**config.mk**
```make
export PLATFORM = sky130hd
export DESIGN_NAME = rv32i_decoder
export DESIGN_NICKNAME = d
export VERILOG_FILES = /design/src/rtl/rv32i_header.sv /design/src/rtl/rv32i_imm_gen.sv /design/src/rtl/rv32i_decoder.sv
export SDC_FILE = /design/constraint.sdc
export NUM_CORES = 1
export LEC_CHECK = 0
export CAP_MARGIN = 30
export CORE_MARGIN = 3
export CORE_UTILIZATION = 45
export DETAILED_ROUTE_END_ITERATION = 16
export PLACE_DENSITY = 0.81
export SLEW_MARGIN = 5
export SYNTH_ARGS = -nofsm -noshare
export SYNTH_HDL_FRONTEND = slang
export SYNTH_HIERARCHICAL = 1
export SYNTH_SLANG_ARGS = --single-unit
```
**constraint.sdc**
```tcl
create_clock -name i_clk -period 1.9 [get_ports i_clk]
set_clock_uncertainty 0.15 [all_clocks]
set_input_delay 0.285 -clock i_clk [delete_from_list [all_inputs] [get_ports i_clk]]
set_output_delay 0.285 -clock i_clk [all_outputs]
set_load 0.03 [all_outputs]
```
**src/rtl/rv32i_header.sv**
```systemverilog
// rv32i_header: shared widths, one-hot indices, opcode fields and ALU-op helpers for the RV32I pipeline.
package rv32i_header;
    localparam int ALU_WIDTH = 14;
    localparam int OPCODE_WIDTH = 11;
    localparam int EXCEPTION_WIDTH = 4;

    localparam int ALU_ADD = 0;
    localparam int ALU_SUB = 1;
    localparam int ALU_SLT = 2;
    localparam int ALU_SLTU = 3;
    localparam int ALU_XOR = 4;
    localparam int ALU_OR = 5;
    localparam int ALU_AND = 6;
    localparam int ALU_SLL = 7;
    localparam int ALU_SRL = 8;
    localparam int ALU_SRA = 9;
    localparam int ALU_EQ = 10;
    localparam int ALU_NEQ = 11;
    localparam int ALU_GE = 12;
    localparam int ALU_GEU = 13;

    localparam int OP_RTYPE = 0;
    localparam int OP_ITYPE = 1;
    localparam int OP_LOAD = 2;
    localparam int OP_STORE = 3;
    localparam int OP_BRANCH = 4;
    localparam int OP_JAL = 5;
    localparam int OP_JALR = 6;
    localparam int OP_LUI = 7;
    localparam int OP_AUIPC = 8;
    localparam int OP_SYSTEM = 9;
    localparam int OP_FENCE = 10;

    localparam int EXC_ILLEGAL = 0;
    localparam int EXC_ECALL = 1;
    localparam int EXC_EBREAK = 2;
    localparam int EXC_MRET = 3;

    localparam logic [6:0] OPC_RTYPE = 7'b0110011;
    localparam logic [6:0] OPC_ITYPE = 7'b0010011;
    localparam logic [6:0] OPC_LOAD = 7'b0000011;
    localparam logic [6:0] OPC_STORE = 7'b0100011;
    localparam logic [6:0] OPC_BRANCH = 7'b1100011;
    localparam logic [6:0] OPC_JAL = 7'b1101111;
    localparam logic [6:0] OPC_JALR = 7'b1100111;
    localparam logic [6:0] OPC_LUI = 7'b0110111;
    localparam logic [6:0] OPC_AUIPC = 7'b0010111;
    localparam logic [6:0] OPC_SYSTEM = 7'b1110011;
    localparam logic [6:0] OPC_FENCE = 7'b0001111;

    typedef enum logic [2:0] {IMM_R, IMM_I, IMM_S, IMM_B, IMM_U, IMM_J} imm_class_t;

    function automatic logic [ALU_WIDTH-1:0] alu_arith(input logic [2:0] f3, input logic alt);
        logic [ALU_WIDTH-1:0] r;
        r = '0;
        case (f3)
            3'b000: r[alt ? ALU_SUB : ALU_ADD] = 1'b1;
            3'b001: r[ALU_SLL] = 1'b1;
            3'b010: r[ALU_SLT] = 1'b1;
            3'b011: r[ALU_SLTU] = 1'b1;
            3'b100: r[ALU_XOR] = 1'b1;
            3'b101: r[alt ? ALU_SRA : ALU_SRL] = 1'b1;
            3'b110: r[ALU_OR] = 1'b1;
            default: r[ALU_AND] = 1'b1;
        endcase
        return r;
    endfunction

    function automatic logic [ALU_WIDTH-1:0] alu_branch(input logic [2:0] f3);
        logic [ALU_WIDTH-1:0] r;
        r = '0;
        case (f3)
            3'b000: r[ALU_EQ] = 1'b1;
            3'b001: r[ALU_NEQ] = 1'b1;
            3'b100: r[ALU_SLT] = 1'b1;
            3'b101: r[ALU_GE] = 1'b1;
            3'b110: r[ALU_SLTU] = 1'b1;
            3'b111: r[ALU_GEU] = 1'b1;
            default: r = '0;
        endcase
        return r;
    endfunction
endpackage

```
**src/rtl/rv32i_imm_gen.sv**
```systemverilog
// rv32i_imm_gen: combinational sign-extended immediate builder selected by instruction format class.
module rv32i_imm_gen
    import rv32i_header::*;
(
    input  logic [31:0] inst,
    input  logic [2:0]  cls,
    output logic [31:0] imm
);
    always_comb begin
        imm = (cls == IMM_I) ? {{20{inst[31]}}, inst[31:20]} :
              (cls == IMM_S) ? {{20{inst[31]}}, inst[31:25], inst[11:7]} :
              (cls == IMM_B) ? {{19{inst[31]}}, inst[31], inst[7], inst[30:25], inst[11:8], 1'b0} :
              (cls == IMM_U) ? {inst[31:12], 12'b0} :
              (cls == IMM_J) ? {{11{inst[31]}}, inst[31], inst[19:12], inst[20], inst[30:21], 1'b0} :
              32'd0;
    end
endmodule

```
**src/rtl/rv32i_decoder.sv**
```systemverilog
// rv32i_decoder: RV32I decode stage producing one-hot ALU/opcode/exception bundles with ce/stall/flush handshake.
// Define RV32E_EN to restrict the register file to x0-x15 (higher addresses decode as ILLEGAL).
module rv32i_decoder
    import rv32i_header::*;
#(
    parameter logic [31:0] RESET_PC = 32'h0000_0000
) (
    input  logic                       i_clk,
    input  logic                       i_rst_n,
    input  logic [31:0]                i_inst,
    input  logic [31:0]                i_pc,
    input  logic                       i_ce,
    input  logic                       i_stall,
    input  logic                       i_force_stall,
    input  logic                       i_flush,
    output logic [4:0]                 o_rs1_addr_rf,
    output logic [4:0]                 o_rs2_addr_rf,
    output logic [4:0]                 o_rs1_addr,
    output logic [4:0]                 o_rs2_addr,
    output logic [4:0]                 o_rd_addr,
    output logic [31:0]                o_imm,
    output logic [2:0]                 o_funct3,
    output logic [ALU_WIDTH-1:0]       o_alu,
    output logic [OPCODE_WIDTH-1:0]    o_opcode,
    output logic [EXCEPTION_WIDTH-1:0] o_exception,
    output logic [31:0]                o_pc,
    output logic                       o_ce,
    output logic                       o_stall,
    output logic                       o_flush
);
`ifdef RV32E_EN
    localparam logic RV32E = 1'b1;
`else
    localparam logic RV32E = 1'b0;
`endif
    logic [6:0] opc, f7;
    logic [2:0] f3;
    logic [11:0] f12;
    imm_class_t cls;
    logic illegal, bad, use_rs1, use_rs2, use_rd, stall_bit;
    logic [ALU_WIDTH-1:0] alu_d;
    logic [OPCODE_WIDTH-1:0] opc_d;
    logic [EXCEPTION_WIDTH-1:0] sys_exc;
    logic [31:0] imm_d;

    assign opc = i_inst[6:0];
    assign f3 = i_inst[14:12];
    assign f7 = i_inst[31:25];
    assign f12 = i_inst[31:20];
    assign o_rs1_addr_rf = i_inst[19:15];
    assign o_rs2_addr_rf = i_inst[24:20];
    assign o_stall = (i_stall | i_force_stall) & ~i_flush;
    assign o_flush = i_flush;
    assign stall_bit = o_stall | i_stall;

    rv32i_imm_gen u_imm_gen (.inst(i_inst), .cls(cls), .imm(imm_d));

    always_comb begin
        alu_d = '0;
        opc_d = '0;
        sys_exc = '0;
        cls = IMM_R;
        illegal = 1'b0;
        use_rs1 = 1'b0;
        use_rs2 = 1'b0;
        use_rd = 1'b0;
        case (opc)
            OPC_RTYPE: begin
                opc_d[OP_RTYPE] = 1'b1;
                alu_d = alu_arith(f3, f7[5]);
                illegal = !(f7 == 7'h00 || (f7 == 7'h20 && (f3 == 3'b000 || f3 == 3'b101)));
                {use_rs1, use_rs2, use_rd} = 3'b111;
            end
            OPC_ITYPE: begin
                opc_d[OP_ITYPE] = 1'b1;
                cls = IMM_I;
                alu_d = alu_arith(f3, f3 == 3'b101 && f7[5]);
                illegal = (f3 == 3'b001 && f7 != 7'h00) ||
                          (f3 == 3'b101 && f7 != 7'h00 && f7 != 7'h20);
                {use_rs1, use_rd} = 2'b11;
            end
            OPC_LOAD: begin
                opc_d[OP_LOAD] = 1'b1;
                cls = IMM_I;
                alu_d[ALU_ADD] = 1'b1;
                {use_rs1, use_rd} = 2'b11;
            end
            OPC_STORE: begin
                opc_d[OP_STORE] = 1'b1;
                cls = IMM_S;
                alu_d[ALU_ADD] = 1'b1;
                {use_rs1, use_rs2} = 2'b11;
            end
            OPC_BRANCH: begin
                opc_d[OP_BRANCH] = 1'b1;
                cls = IMM_B;
                alu_d = alu_branch(f3);
                illegal = f3 == 3'b010 || f3 == 3'b011;
                {use_rs1, use_rs2} = 2'b11;
            end
            OPC_JAL: begin
                opc_d[OP_JAL] = 1'b1;
                cls = IMM_J;
                alu_d[ALU_ADD] = 1'b1;
                use_rd = 1'b1;
            end
            OPC_JALR: begin
                opc_d[OP_JALR] = 1'b1;
                cls = IMM_I;
                alu_d[ALU_ADD] = 1'b1;
                illegal = f3 != 3'b000;
                {use_rs1, use_rd} = 2'b11;
            end
            OPC_LUI, OPC_AUIPC: begin
                opc_d[opc == OPC_LUI ? OP_LUI : OP_AUIPC] = 1'b1;
                cls = IMM_U;
                alu_d[ALU_ADD] = 1'b1;
                use_rd = 1'b1;
            end
            OPC_SYSTEM: begin
                opc_d[OP_SYSTEM] = 1'b1;
                cls = IMM_I;
                if (f3 == 3'b000) begin
                    sys_exc[EXC_ECALL] = f12 == 12'h000;
                    sys_exc[EXC_EBREAK] = f12 == 12'h001;
                    sys_exc[EXC_MRET] = f12 == 12'h302;
                    illegal = sys_exc == '0;
                end else begin
                    // funct3 100 is the only reserved slot among CSR encodings
                    illegal = f3 == 3'b100;
                    use_rs1 = ~f3[2];
                    use_rd = 1'b1;
                end
            end
            OPC_FENCE: begin
                opc_d[OP_FENCE] = 1'b1;
                cls = IMM_I;
            end
            default: illegal = 1'b1;
        endcase
        bad = illegal || i_inst[1:0] != 2'b11 ||
              (RV32E && ((use_rs1 && i_inst[19]) || (use_rs2 && i_inst[24]) || (use_rd && i_inst[11])));
    end

    always_ff @(posedge i_clk or negedge i_rst_n) begin
        if (!i_rst_n) begin
            o_rs1_addr <= '0;
            o_rs2_addr <= '0;
            o_rd_addr <= '0;
            o_imm <= '0;
            o_funct3 <= '0;
            o_alu <= '0;
            o_opcode <= '0;
            o_exception <= '0;
            o_pc <= RESET_PC;
            o_ce <= 1'b0;
        end else begin
            if (i_ce && !stall_bit) begin
                o_rs1_addr <= i_inst[19:15];
                o_rs2_addr <= i_inst[24:20];
                o_rd_addr <= i_inst[11:7];
                o_imm <= imm_d;
                o_funct3 <= f3;
                o_alu <= bad ? '0 : alu_d;
                o_opcode <= bad ? '0 : opc_d;
                o_exception <= bad ? EXCEPTION_WIDTH'(1 << EXC_ILLEGAL) : sys_exc;
                o_pc <= i_pc;
            end
            // a force_stall without downstream stall inserts a bubble; a pending flush waits for stall release
            o_ce <= (i_flush && !stall_bit) ? 1'b0 : !stall_bit ? i_ce : !i_stall ? 1'b0 : o_ce;
        end
    end
endmodule

```
==> results.ini <==
[synthesis]
synthArstFlopShare_pct=100.0
syn_area_mm2=0.005259
synth_area_per_cell_um2=8.635
synth-compound-area-share_pct=10.25
synth_enable_flop_cells=0
ys_seq_elements=112
yosysSeqAreaShare_pct=53.30
synthAdderAreaFrac_pct=0
yosys_warnings=6
synth_top_family_by_area=simple AND/OR/NAND/NOR gates
syn-instance-count=609
synth_cell_types=54
synthFlopType=dfrtp_1
synth-simple-area-share_pct=30.34
synth_nets=679
synthXorXnorAreaFrac_pct=0.1665
muxShareOfSynthArea_pct=0.7852

[worst_setup_path]
required_ps=1460
cp_top_family=buffers and inverters
arrival_ps=1430
cp_max_fo=2
crit_chain=clkdlybuf4s50_1
start_kind=flip-flop
critPathSlowestCell=clkdlybuf4s50_1
endpoint_kind=primary output
cp_num_buf_inv=1
crit_type=flip-flop to primary output
slowest_delay_ps=700

[routing]
maxUsedRoutingLayer=met4
wl_per_cell_um=16.88
wl_met2_um=8112
drc=0
vias_per_cell=5.138
wl_met3_um=1344
ant_nets=0
m1WireLength_um=7230
firstDrtPassIters=5
num_vias=5169
finalWirelength_um=16980
drt_iter0_drc=432

[final_layout]
layout.area.seq_mm2=0.002803
nets=930
fin_util_pct=73.92
nFillCells=824
area_delta_synth_final_pct=56.39
multiInputGateArea_mm2=0.002320
drive_gt1_share_pct=20.35

[hold_path]
hold_path_class=input port to flip-flop

[die]
fp.dieW_um=114.1
initial_core_util_pct=47.27
row_count=38
dieHeight_um=114.1
core_area_mm2=0.01113
io-pin-count=194
dieArea_mm2=0.01302

[power]
fin_total_pwr_mw=6.258
vdd_drop_max_mv=0.5396
powerDensity_mw_per_mm2=760.9
power_leakage_nw=4.038

[sta]
min_period_ps=1863
finalSetupViolCount=0
final.setup.worst_slack_ps=37.19
tightest_slew_ps=605.3
slew_headroom_pct=59.65
hold_violations=0
max_freq_mhz=536.8
drv_slew=0
period_share_pct=98.04

[grt]
grt-ovfl-total=0
grt_max_degree=113
grt_pass1_wl_um=26770
grt_pass1_vias=5166
antenna_found_initial=0
grt_util_all_layers_pct=26.07

[clock_tree]
worst_skew_pair.late_latency_ps=350
cts.sinks=112
cts-root-buf=clkbuf_16
clk_path_buf_depth=2
clk_pin_slew_ps=80
h-tree-depth=3
cts_tree=built
numCtsBuffers=9

[status]
status=completed

[place]
hpwl_um=12540
pre_cts_slack_ps=-739.5
portBuffers=193
gp_congestion=0.8819

[job]
maxCapViolations=0

-- Yosys cell counts, types with 2 or more instances --
cell type / number / share of area [%]
nand2_1: 299 / 21
nor2_1: 12 / 0.86
buf_2: 3 / 0.29
nor4_4: 2 / 0.81
nor3b_1: 2 / 0.29
clkbuf_1: 15 / 1.1
buf_6: 4 / 0.86
o21ai_1: 8 / 0.76
and2b_1: 3 / 0.43
or3_1: 2 / 0.24
nor2b_1: 5 / 0.59
a22o_1: 5 / 0.83
mux2i_1: 3 / 0.57
nand4_1: 4 / 0.48
o211ai_2: 2 / 0.48
o21ai_0: 21 / 2.0
buf_1: 7 / 0.50
nand2b_1: 4 / 0.48
o21a_1: 2 / 0.29
nor3_1: 2 / 0.19
and2_2: 2 / 0.29
o41ai_1: 4 / 0.67
and2_1: 8 / 0.95
o31ai_1: 10 / 1.4
dfrtp_1: 112 / 53
o21ai_2: 3 / 0.50
buf_4: 15 / 2.1
a21o_1: 8 / 1.1
inv_1: 3 / 0.21
nand3_1: 11 / 1.0
a31oi_1: 2 / 0.24
a21oi_1: 4 / 0.38
-- sequential cells by signal (all words and copies together) (netlist names) --
| register | flops |
|---|---|
| o_alu | 14 |
| o_rd_addr | 5 |
| o_ce | 1 |
| o_funct3 | 3 |
| o_pc | 32 |
| o_rs1_addr | 5 |
| o_imm | 32 |
| o_opcode | 11 |
| o_rs2_addr | 5 |
| o_exception | 4 |
-- power by group --
group	total (mW)	internal (mW)	switching, mW
Combinational	1.60	0.674	0.927
Clock	1.97	1.08	0.893
Sequential	2.69	2.58	0.109
Total	6.26	4.33	1.93
-- final timing paths --
path,from,to,slack [ps],cells past startpoint
worst min register to register,o_rs2_addr[4],o_rs2_addr[4],330,2
worst min-delay path,i_inst[6],o_opcode[3],110,2
min in group asynchronous,i_rst_n,o_pc[25],400,3
worst max-delay path,o_imm[18],o_imm[18],40,1
worst max register to register,o_exception[0],o_exception[0],1030,1
max in group asynchronous,i_rst_n,o_pc[7],730,3
-- per-layer routing --
layer	vias up	global-route usage, %
met2	246	41.45
li1	2467	-
met1	2438	35.69
met4	0	10.77
met3	18	4.387
met5	-	0
-- repair_timing --
item / CTS / global route
gates cloned: 1 / 0
hold buffers: 1 / 0
pin swaps: 11 / 11
hold endpoints to repair: 112 / 0
resized for setup: 40 / 37
endpoints found under the setup margin: 51 / 46
setup buffers: 6 / 3
-- layout by cell type, fill, tap and decap left out, types with 3 or more instances in the layout --
cell type,netlist,routed
o21ai_2,3,4
clkdlybuf4s15_1,0,3
o21ai_0,21,18
a21o_1,8,8
nand2b_1,4,3
nor2_1,12,8
buf_6,4,3
dlygate4sd2_1,0,9
and2_1,8,6
o41ai_1,4,4
buf_12,0,4
nor2b_1,5,3
o21ai_1,8,10
buf_4,15,96
clkbuf_16,0,9
dlymetal6s2s_1,0,4
mux2i_1,3,3
nand2_1,299,295
nand2_2,0,3
clkbuf_2,1,9
dfrtp_1,112,112
clkdlybuf4s50_1,0,155
nand3_1,11,10
a22o_1,5,5
nand4_1,4,4
o31ai_1,10,9
-- cell families after synthesis --
kind of cell / count (synthesis)
XOR/XNOR: 1
flip-flops: 112
AND/OR/NAND/NOR: 369
buffers and inverters: 48
multiplexers: 4
AO/OA/AOI/OAI: 75
-- area by class of cell --
type / instances / share of cell area [%]
inverters: 3 / 0.1369
well taps: 140 / 2.130
multi-input cells: 450 / 28.21
clock inverters: 6 / 0.8976
clock buffers: 10 / 2.906
flip-flops and latches: 112 / 34.08
repair buffers: 284 / 31.61
diodes: 1 / 0.03043
-- metrics by stage --
step	std cells	TNS (ps)	cell area, µm²	hold WS (ps)
after global placement	978	-34970	7775	259.6
final	1006	0	8224	113.0
after detailed placement	978	-43270	7775	260.8
after floorplan	609	0	5306	-160.6
after CTS	1002	0	8179	273.3
after global routing	1005	-0.7696	8222	117.3
Note: power is estimated with default switching activity, not from simulation.
